File: src/rtl/bcd_timer_pkg.sv
// Shared constants for the BCD timer: active-low 7-segment codes {dp,g,f,e,d,c,b,a}
// and the digit decode used by the scan driver.
package bcd_timer_pkg;

   localparam logic [3:0] BCD_MAX = 4'd9;

   localparam logic [7:0] SEG_0     = 8'hC0;
   localparam logic [7:0] SEG_1     = 8'hF9;
   localparam logic [7:0] SEG_2     = 8'hA4;
   localparam logic [7:0] SEG_3     = 8'hB0;
   localparam logic [7:0] SEG_4     = 8'h99;
   localparam logic [7:0] SEG_5     = 8'h92;
   localparam logic [7:0] SEG_6     = 8'h82;
   localparam logic [7:0] SEG_7     = 8'hF8;
   localparam logic [7:0] SEG_8     = 8'h80;
   localparam logic [7:0] SEG_9     = 8'h90;
   localparam logic [7:0] SEG_BLANK = 8'hFF;

   function automatic logic [7:0] bcd_to_seg(input logic [3:0] digit);
      logic [7:0] s;
      case (digit)
         4'd0:    s = SEG_0;
         4'd1:    s = SEG_1;
         4'd2:    s = SEG_2;
         4'd3:    s = SEG_3;
         4'd4:    s = SEG_4;
         4'd5:    s = SEG_5;
         4'd6:    s = SEG_6;
         4'd7:    s = SEG_7;
         4'd8:    s = SEG_8;
         4'd9:    s = SEG_9;
         default: s = SEG_BLANK;
      endcase
      return s;
   endfunction

endpackage

File: src/rtl/bcd_digit.sv
// One BCD digit of the timer chain. carry_in from the previous digit requests a step;
// carry_out propagates when this digit rolls 9->0 (up) or 0->9 (down).
module bcd_digit
   import bcd_timer_pkg::*;
(
   input  logic       clk,
   input  logic       rst_n,
   input  logic       en,
   input  logic       up_dn,
   input  logic       load,
   input  logic [3:0] load_digit,
   input  logic       carry_in,
   output logic [3:0] digit,
   output logic       carry_out
);

   assign carry_out = carry_in & (up_dn ? (digit == BCD_MAX) : (digit == 4'd0));

   always_ff @(posedge clk) begin
      if (!rst_n) begin
         digit <= 4'd0;
      end else if (load) begin
         digit <= (load_digit > BCD_MAX) ? BCD_MAX : load_digit;
      end else if (en && carry_in) begin
         if (up_dn)
            digit <= (digit == BCD_MAX) ? 4'd0 : digit + 4'd1;
         else
            digit <= (digit == 4'd0) ? BCD_MAX : digit - 4'd1;
      end
   end

endmodule

File: src/rtl/bcd_timer_scan.sv
// Parametrised BCD seconds timer (up/down, preset, wrap/hold) with a multiplexed
// active-low 7-segment scan driver.
module bcd_timer_scan
   import bcd_timer_pkg::*;
#(
   parameter int NUM_DIGITS = 4,
   parameter int CLK_DIV    = 25_000_000,
   parameter int SCAN_DIV   = 25_000,
   parameter int WRAP       = 1,
   parameter int BLANK_LZ   = 1
) (
   input  logic                    clk,
   input  logic                    rst_n,
   input  logic                    clk_en,
   input  logic                    run,
   input  logic                    up_dn,
   input  logic                    load,
   input  logic [4*NUM_DIGITS-1:0] load_val,
   output logic [4*NUM_DIGITS-1:0] bcd_val,
   output logic                    tick,
   output logic                    term,
   output logic [7:0]              seg,
   output logic [NUM_DIGITS-1:0]   dig_sel
);

   localparam int PW = (CLK_DIV    > 1) ? $clog2(CLK_DIV)    : 1;
   localparam int SW = (SCAN_DIV   > 1) ? $clog2(SCAN_DIV)   : 1;
   localparam int IW = (NUM_DIGITS > 1) ? $clog2(NUM_DIGITS) : 1;

   logic [PW-1:0] pre_cnt;
   logic          pre_wrap;

   assign pre_wrap = (pre_cnt == PW'(CLK_DIV - 1));

   // A load restarts the prescaler, so it also swallows a wrap in the same cycle.
   always_ff @(posedge clk) begin
      if (!rst_n) begin
         pre_cnt <= '0;
         tick    <= 1'b0;
      end else begin
         tick <= clk_en & pre_wrap & ~load;
         if (load)
            pre_cnt <= '0;
         else if (clk_en)
            pre_cnt <= pre_wrap ? '0 : pre_cnt + PW'(1);
      end
   end

   logic [NUM_DIGITS-1:0][3:0] digits;
   logic [NUM_DIGITS:0]        carry;
   logic                       count_en;
   logic                       at_term;
   logic                       step_en;

   // With carry_in tied high the chain's final carry is exactly the terminal detect.
   assign carry[0]  = 1'b1;
   assign at_term   = carry[NUM_DIGITS];
   assign count_en  = tick & run & ~load;
   assign step_en   = count_en & ((WRAP != 0) | ~at_term);

   for (genvar i = 0; i < NUM_DIGITS; i++) begin : g_dig
      bcd_digit u_dig (
         .clk        (clk),
         .rst_n      (rst_n),
         .en         (step_en),
         .up_dn      (up_dn),
         .load       (load),
         .load_digit (load_val[4*i +: 4]),
         .carry_in   (carry[i]),
         .digit      (digits[i]),
         .carry_out  (carry[i+1])
      );
   end

   assign bcd_val = digits;

   always_ff @(posedge clk) begin
      if (!rst_n)
         term <= 1'b0;
      else
         term <= count_en & at_term;
   end

   logic [NUM_DIGITS-1:0] blank;
   logic                  zero_above;

   always_comb begin
      blank      = '0;
      zero_above = 1'b1;
      for (int i = NUM_DIGITS - 1; i > 0; i--) begin
         zero_above = zero_above & (digits[i] == 4'd0);
         blank[i]   = (BLANK_LZ != 0) & zero_above;
      end
   end

   logic [SW-1:0] scan_cnt;
   logic [IW-1:0] idx;

   always_ff @(posedge clk) begin
      if (!rst_n) begin
         scan_cnt <= '0;
         idx      <= '0;
         seg      <= SEG_BLANK;
         dig_sel  <= '1;
      end else begin
         if (scan_cnt == SW'(SCAN_DIV - 1)) begin
            scan_cnt <= '0;
            idx      <= (idx == IW'(NUM_DIGITS - 1)) ? '0 : idx + IW'(1);
         end else begin
            scan_cnt <= scan_cnt + SW'(1);
         end
         seg     <= blank[idx] ? SEG_BLANK : bcd_to_seg(digits[idx]);
         dig_sel <= ~(NUM_DIGITS'(1) << idx);
      end
   end

endmodule

File: config.mk
export PLATFORM = sky130hd
export DESIGN_NAME = bcd_timer_scan
export DESIGN_NICKNAME = d
export VERILOG_FILES = /design/src/rtl/bcd_timer_pkg.sv /design/src/rtl/bcd_digit.sv /design/src/rtl/bcd_timer_scan.sv
export SDC_FILE = /design/constraint.sdc
export NUM_CORES = 1
export LEC_CHECK = 0
export ABC_CLOCK_PERIOD_IN_PS = 5000
export BUFFER_PORTS_ARGS = -buffer_cell sky130_fd_sc_hd__buf_2
export CORE_ASPECT_RATIO = 1.2
export CORE_MARGIN = 3
export CORE_UTILIZATION = 30
export CTS_CLUSTER_DIAMETER = 120
export DETAILED_ROUTE_END_ITERATION = 6
export GPL_TIMING_DRIVEN = 0
export SLEW_MARGIN = 40
export SYNTH_ARGS = -nofsm -noshare
export SYNTH_HDL_FRONTEND = slang
export SYNTH_SLANG_ARGS = --single-unit
File: constraint.sdc
create_clock -name clk -period 5 [get_ports clk]
set_input_delay 0.5 -clock clk [delete_from_list [all_inputs] [get_ports clk]]
set_output_delay 0.5 -clock clk [all_outputs]
set_load 0.005 [all_outputs]
# == Word-level counts from Yosys, hierarchy flattened ==
# Memory sizes are Yosys's and may differ from the RTL's. A register that Yosys moved wholly into a read port is not among the register bits.
# Cells that the tools add are included.
# totals
reg_bits,72
rom_bits,112
inputBits,22
output_inout_bits,30
elab_cells,97
mem_count,1
# op_classes
n_addsub,11
magnitude_cmp,5
n_eq_ne,7
n_shift,1
muxes,34
bitwise_logic,13
n_reduce_logical,14
# mem_list
memory,words,width,rd,rd_clocked_by_memory_dff,write_ports,line_no,source
(name not given),16,7,1,1,0,bcd_timer_pkg.sv:21,case (digit)
# op_table
cell,n
4-bit two-way mux,25
"25-bit by 1-bit adder with 25-bit output, second input constant",1
"25-bit equality test, second input constant",1
25-bit two-way mux,1
"4-bit by 1-bit adder with 4-bit output, second input constant",4
"4-bit equality test, second input constant",4
"4-bit > comparator, second input constant",4
4-bit zero test,4
"4-bit by 1-bit subtractor with 4-bit output, second input constant",4
"15-bit by 1-bit adder with 15-bit output, second input constant",1
"15-bit equality test, second input constant",1
1-bit bitwise AND,10
4-bit binary-select mux with 2-bit select,1
2-bit nonzero test,4
2-bit OR reduction,3
1-bit two-way mux,5
4-bit NOT,1
"1-bit by 2-bit << shifter with 4-bit output, first input constant",1
1-bit logical AND,3
"2-bit by 3-bit < comparator with 1-bit output, second input constant",1
"2-bit by 1-bit adder with 2-bit output, second input constant",1
1-bit binary-select mux with 2-bit select,1
"2-bit equality test, second input constant",1
2-bit two-way mux,1
1-bit NOT,2

# == Depth between registers and ports, before layout ==
# depth
depth_word,7
ltp_mapped,8
ltp_nobuf,7

# == Hierarchy ==
# Synthesis repeated with hierarchy kept, for this count alone.
# hier_totals
hier_cells,503
area_unflattened_um2,4246.6
# modules_own_cells
mod,instances,cells_each,area_each_um2,seq_area_each_um2
bcd_timer_scan,1,295,2700.1,1101.1
bcd_digit,4,52,386.6,80.1

# == Worst setup path after synthesis ==
# No wires, ideal clock.
# synth_timing
path_type,register to register
startpoint,register idx[1]
endpoint,register seg[3]
setup_ns,0.074
arrival_time_ns,1.712
t_required_ns,4.926
path_slack_ns,3.214
path_stages_with_launch,8
path_buffers,1
period_less_slack_ns,1.786
cell_sequence,dfxtp_1 -> buf_2 -> mux4_2 -> inv_1 -> ha_1 -> a21oi_1 -> nor2_1 -> o21ai_0
# synth_via
elab_chain_len,3
elab_cells_between_ends,5
classes_between,mux (4); reduce/logical (1)
# synth_lines
item,line_no,source
start: declaration,bcd_timer_scan.sv:97,logic [IW-1:0] idx;
start signal: assignment,bcd_timer_scan.sv:108,idx <= (idx == IW'(NUM_DIGITS - 1)) ? '0 : idx + IW'(1);
1-bit binary-select mux with 2-bit select,bcd_timer_scan.sv:112,seg <= blank[idx] ? SEG_BLANK : bcd_to_seg(digits[idx]);
1-bit two-way mux (not written as such),bcd_timer_scan.sv:112,
2-bit OR reduction (no source line),--,
end: declaration,bcd_timer_scan.sv:22,"output logic [7:0] seg,"
# Parallel ways exist; a longest one is shown, timed or not. The select of a mux whose other input is x is not followed.
# A chain may end at the register's enable or synchronous reset.

# == Final worst setup path ==
# layout_timing
startpoint,register g_dig[0].u_dig.digit[0]
endpoint,register g_dig[2].u_dig.digit[1]
# layout_via
elab_chain_len,5
elab_cells_between_ends,6
classes_between,eq/ne (1); mux (1); bitwise (1); reduce/logical (3)
# layout_lines
item,line_no,source
start: declaration,bcd_digit.sv:13,"output logic [3:0] digit,"
start signal: assignment,bcd_digit.sv:23,digit <= (load_digit > BCD_MAX) ? BCD_MAX : load_digit;
start signal: assignment,bcd_digit.sv:26,digit <= (digit == BCD_MAX) ? 4'd0 : digit + 4'd1;
start signal: assignment,bcd_digit.sv:28,digit <= (digit == 4'd0) ? BCD_MAX : digit - 4'd1;
4-bit equality test / 4-bit zero test (equally long branches),bcd_digit.sv:17,assign carry_out = carry_in & (up_dn ? (digit == BCD_MAX) : (digit == 4'd0));
1-bit two-way mux (*),bcd_digit.sv:17,
1-bit bitwise AND (*),bcd_digit.sv:17,
1-bit logical AND (*),bcd_digit.sv:24,end else if (en && carry_in) begin
2-bit nonzero test (no source line) (*),--,
end signal: assignment,bcd_digit.sv:23,
end signal: assignment,bcd_digit.sv:26,
end signal: assignment,bcd_digit.sv:28,
end: declaration,bcd_digit.sv:13,
# Mark *: on every way between the ends. The rest lies on a longest branch, timed or not.

==> flow_summary.json <==
{
  "reg2reg_depth": 6,
  "grt_max_degree": 12,
  "ant_nets": 0,
  "holdPathStages": 3,
  "fin_setup_tns_ns": 0,
  "clock-sinks": 71,
  "drt-wirelength-per-cell_um": 13.68,
  "swShare": 0.2361,
  "yosysWarnings": 0,
  "reg2reg_from": "g_dig[0].u_dig.digit[0]$_SDFFE_PN0P_",
  "min_period_ns": 2.050,
  "ys_ff_latch": 71,
  "grt_usage": 0.1383,
  "synth_top_area_frac": 0.3614,
  "synth_cell_types": 60,
  "worst_ep_arrival_time_ns": 2.31,
  "post_cts_resized": 0,
  "fin_ws_ns": 2.950,
  "first_pass_iters": 4,
  "clk_pin_slew_worst_paths_ns": 0.06,
  "finalMaxSlewViolations": 0,
  "ys_seq_area_frac": 0.3614,
  "place_hpwl_um": 7216,
  "diodes": 0,
  "synth_top_area_cell": "dfxtp_1",
  "die_area_mm2": 0.01452,
  "reg2reg_slack_ns": 2.95,
  "crit_slowest_cell": "o21ai_2",
  "internal_power_mw": 1.081,
  "grt_pass1_vias": 3614,
  "cts_setup_buffers": 0,
  "drt-total-wl_um": 9779,
  "max_freq_mhz": 487.9,
  "p_clk_frac": 0.473,
  "critPathKind": "flip-flop to flip-flop",
  "drive_above_1_share": 0.1543,
  "syn_to_final_growth_pct": 19.54,
  "cts_inserted_buffers": 9,
  "syn_inst": 487,
  "io_buffers": 49,
  "hold_start": "load_val[1]",
  "worstMarginPinSlew_ns": 0.6214,
  "skew_ns": 0.009789,
  "cpLargestDelayFamily": "compound AO/OA/AOI/OAI gates",
  "period_share": 0.4099,
  "cts_hold_buf": 0,
  "viasPerCell": 5.027,
  "synth_edf_count": 0,
  "critPathMaxFanout": 10,
  "ys_top_cells_by_count": "nor2_1 (75), dfxtp_1 (71), nand2_1 (32)",
  "cp-start-kind": "flip-flop",
  "critPathMaxStageDelay_ns": 0.45,
  "rsz0062_at_grt": "false",
  "num_rows": 45,
  "root_buffer": "clkbuf_16",
  "syn_avg_cell_area_um2": 8.075,
  "hold_end": "g_dig[0].u_dig.digit[1]$_SDFFE_PN0P_",
  "drc_errors": 0,
  "relSlewSlack": 0.5857,
  "cts_tree": "yes",
  "hp-class": "primary input to flip-flop",
  "run_status": "complete, no violations",
  "power.leakage_nw": 1.722,
  "gp_congestion": 0.8968,
  "drt_iter0_markers": 186,
  "r2r-end": "g_dig[2].u_dig.digit[1]$_SDFFE_PN0P_",
  "cp.required_ns": 5.26,
  "syn_area_mm2": 0.003933,
  "antenna_found_initial": 2,
  "cap_violations": 0,
  "path_buf_inv": 1,
  "vdd.ir_drop.worst_v": 0.0001583,
  "crit_path_cell_trace": "clkbuf_1 > nor3_1 > o21ai_2 > nor2_2 > a311o_1 > o22ai_1",
  "fp.dieH_um": 131.4,
  "synth.most_common_cell": "nor2_1",
  "vias": 3594,
  "floorplan.initialDensity": 0.3090,
  "dieWidth_um": 110.5,
  "syn_nets": 520,
  "synth_flop_cell": "dfxtp_1",
  "clk_path_buf_depth": 2,
  "grt_pass1_wl_um": 16710,
  "clk_latency_ns": 0.33,
  "overflow": 0,
  "seq_power_share": 0.420,
  "end_kind": "flip-flop",
  "nNetsFinal": 580,
  "synthArstFlopShare": 0,
  "pin_count": 52,
  "hold_viol_final": 0,
  "synth_area_leaders": "dfxtp_1 (36%), nor2_1 (7.2%), xnor2_1 (6.0%)",
  "htree_num_levels": 3,
  "finalSetupViolCount": 0,
  "switching_power_mw": 0.3342,
  "num-fill-cells": 1336,
  "pre_cts_slack_ns": 2.743,
  "combinationalPowerShare": 0.107,
  "core-area_mm2": 0.01272,
  "p_per_area_mw_per_mm2": 301.1
}
## state kept, by name (all words and copies together), names as in the netlist
signal	cells
term	1
g_dig.u_dig.digit	16
idx	2
tick	1
seg	7
dig_sel	4
scan_cnt	15
pre_cnt	25
## power by group through the flow
stage | sequential, mW | combinational, mW | clock [mW]
6_report | 0.594 | 0.151 | 0.670
5_1_grt | 0.596 | 0.171 | 0.708
4_1_cts | 0.594 | 0.152 | 0.683
3_5_place_dp | 0.606 | 0.151 | 0
3_3_place_gp | 0.606 | 0.150 | 0
2_1_floorplan | 0.605 | 0.0987 | 0
## per-layer routing
metal,part of all wire,track usage,vias to the layer above
li1,-,-,1825
met1,0.43,0.1593,1666
met2,0.49,0.2385,74
met3,0.060,0.04007,25
met4,0.021,0.05749,4
met5,0.0028,0,-
## cell usage in the layout (no fill, tap or decap), drive strengths merged, types with 5 or more instances in the layout
cell / count
nor4: 9
buf: 58
mux2i: 5
nand4: 11
nand2b: 5
nor2: 76
dfxtp: 71
a21oi: 19
o21ai: 31
a221oi: 5
clkbuf: 37
inv: 16
nand3: 19
a31oi: 6
nor3: 18
ha: 11
xnor2: 27
and3: 11
xor2: 20
nand2: 32
## worst register-to-register path, stage by stage, from the launching register on
cell and delay (ns):
dfxtp_1 0.35, clkbuf_1 0.36, nor3_1 0.13, o21ai_2 0.45
nor2_2 0.19, a311o_1 0.35, o22ai_1 0.14
## worst max-delay path by stage
| stage | slack, ns | start | endpoint | depth (start not counted) |
|---|---|---|---|---|
| after floorplan | 3.21 | idx[1]$_SDFFE_PN0N_ | seg[3]$_SDFF_PP1_ | 7 |
| after global placement | 2.74 | up_dn | g_dig[3].u_dig.digit[3]$_SDFFE_PN0P_ | 7 |
| after detailed placement | 2.74 | clk_en | pre_cnt[8]$_SDFFE_PP0P_ | 9 |
| after CTS | 2.92 | scan_cnt[9]$_SDFF_PP0_ | scan_cnt[6]$_SDFF_PP0_ | 6 |
| after global routing | 2.70 | scan_cnt[9]$_SDFF_PP0_ | scan_cnt[10]$_SDFF_PP0_ | 6 |
| final | 2.95 | g_dig[0].u_dig.digit[0]$_SDFFE_PN0P_ | g_dig[2].u_dig.digit[1]$_SDFFE_PN0P_ | 6 |
## logic make-up after synthesis
kind of cell    count (synthesis)  share of synthesized area
fa+ha+maj                      11                    0.03500
other cells                     1                  0.0009536
mux                            10                    0.03850
xor+xnor                       47                     0.1047
compound gates                 89                     0.1435
flops                          71                     0.3614
buf+inv                        50                    0.05059
simple gates                  208                     0.2654
## final cells by class
class                           count  area [µm²]  area share
Clock inverter                      2       37.54    0.007985
Clock buffer                       13       280.3     0.05962
Inverter                           17       63.81     0.01357
Buffer                             33       135.1     0.02875
Multi-Input combinational cell    366        2312      0.4919
Timing Repair Buffer               49       245.2     0.05217
Tap cell                          164       205.2     0.04365
Sequential cell                    71        1421      0.3024
## metrics by stage
step	area [µm²]	hold WS [ns]	util	instances	power, mW
finish	4701	0.4395	0.3694	715	1.415
floorplan	3933	0.4179	-	487	0.7039
global route	4701	0.4508	0.3694	715	1.475
CTS	4701	0.4334	0.3694	715	1.429
global placement	4383	0.4306	0.3444	700	0.7552
detailed placement	4383	0.4353	0.3444	700	0.7568
(Power assumes the default switching activity.)
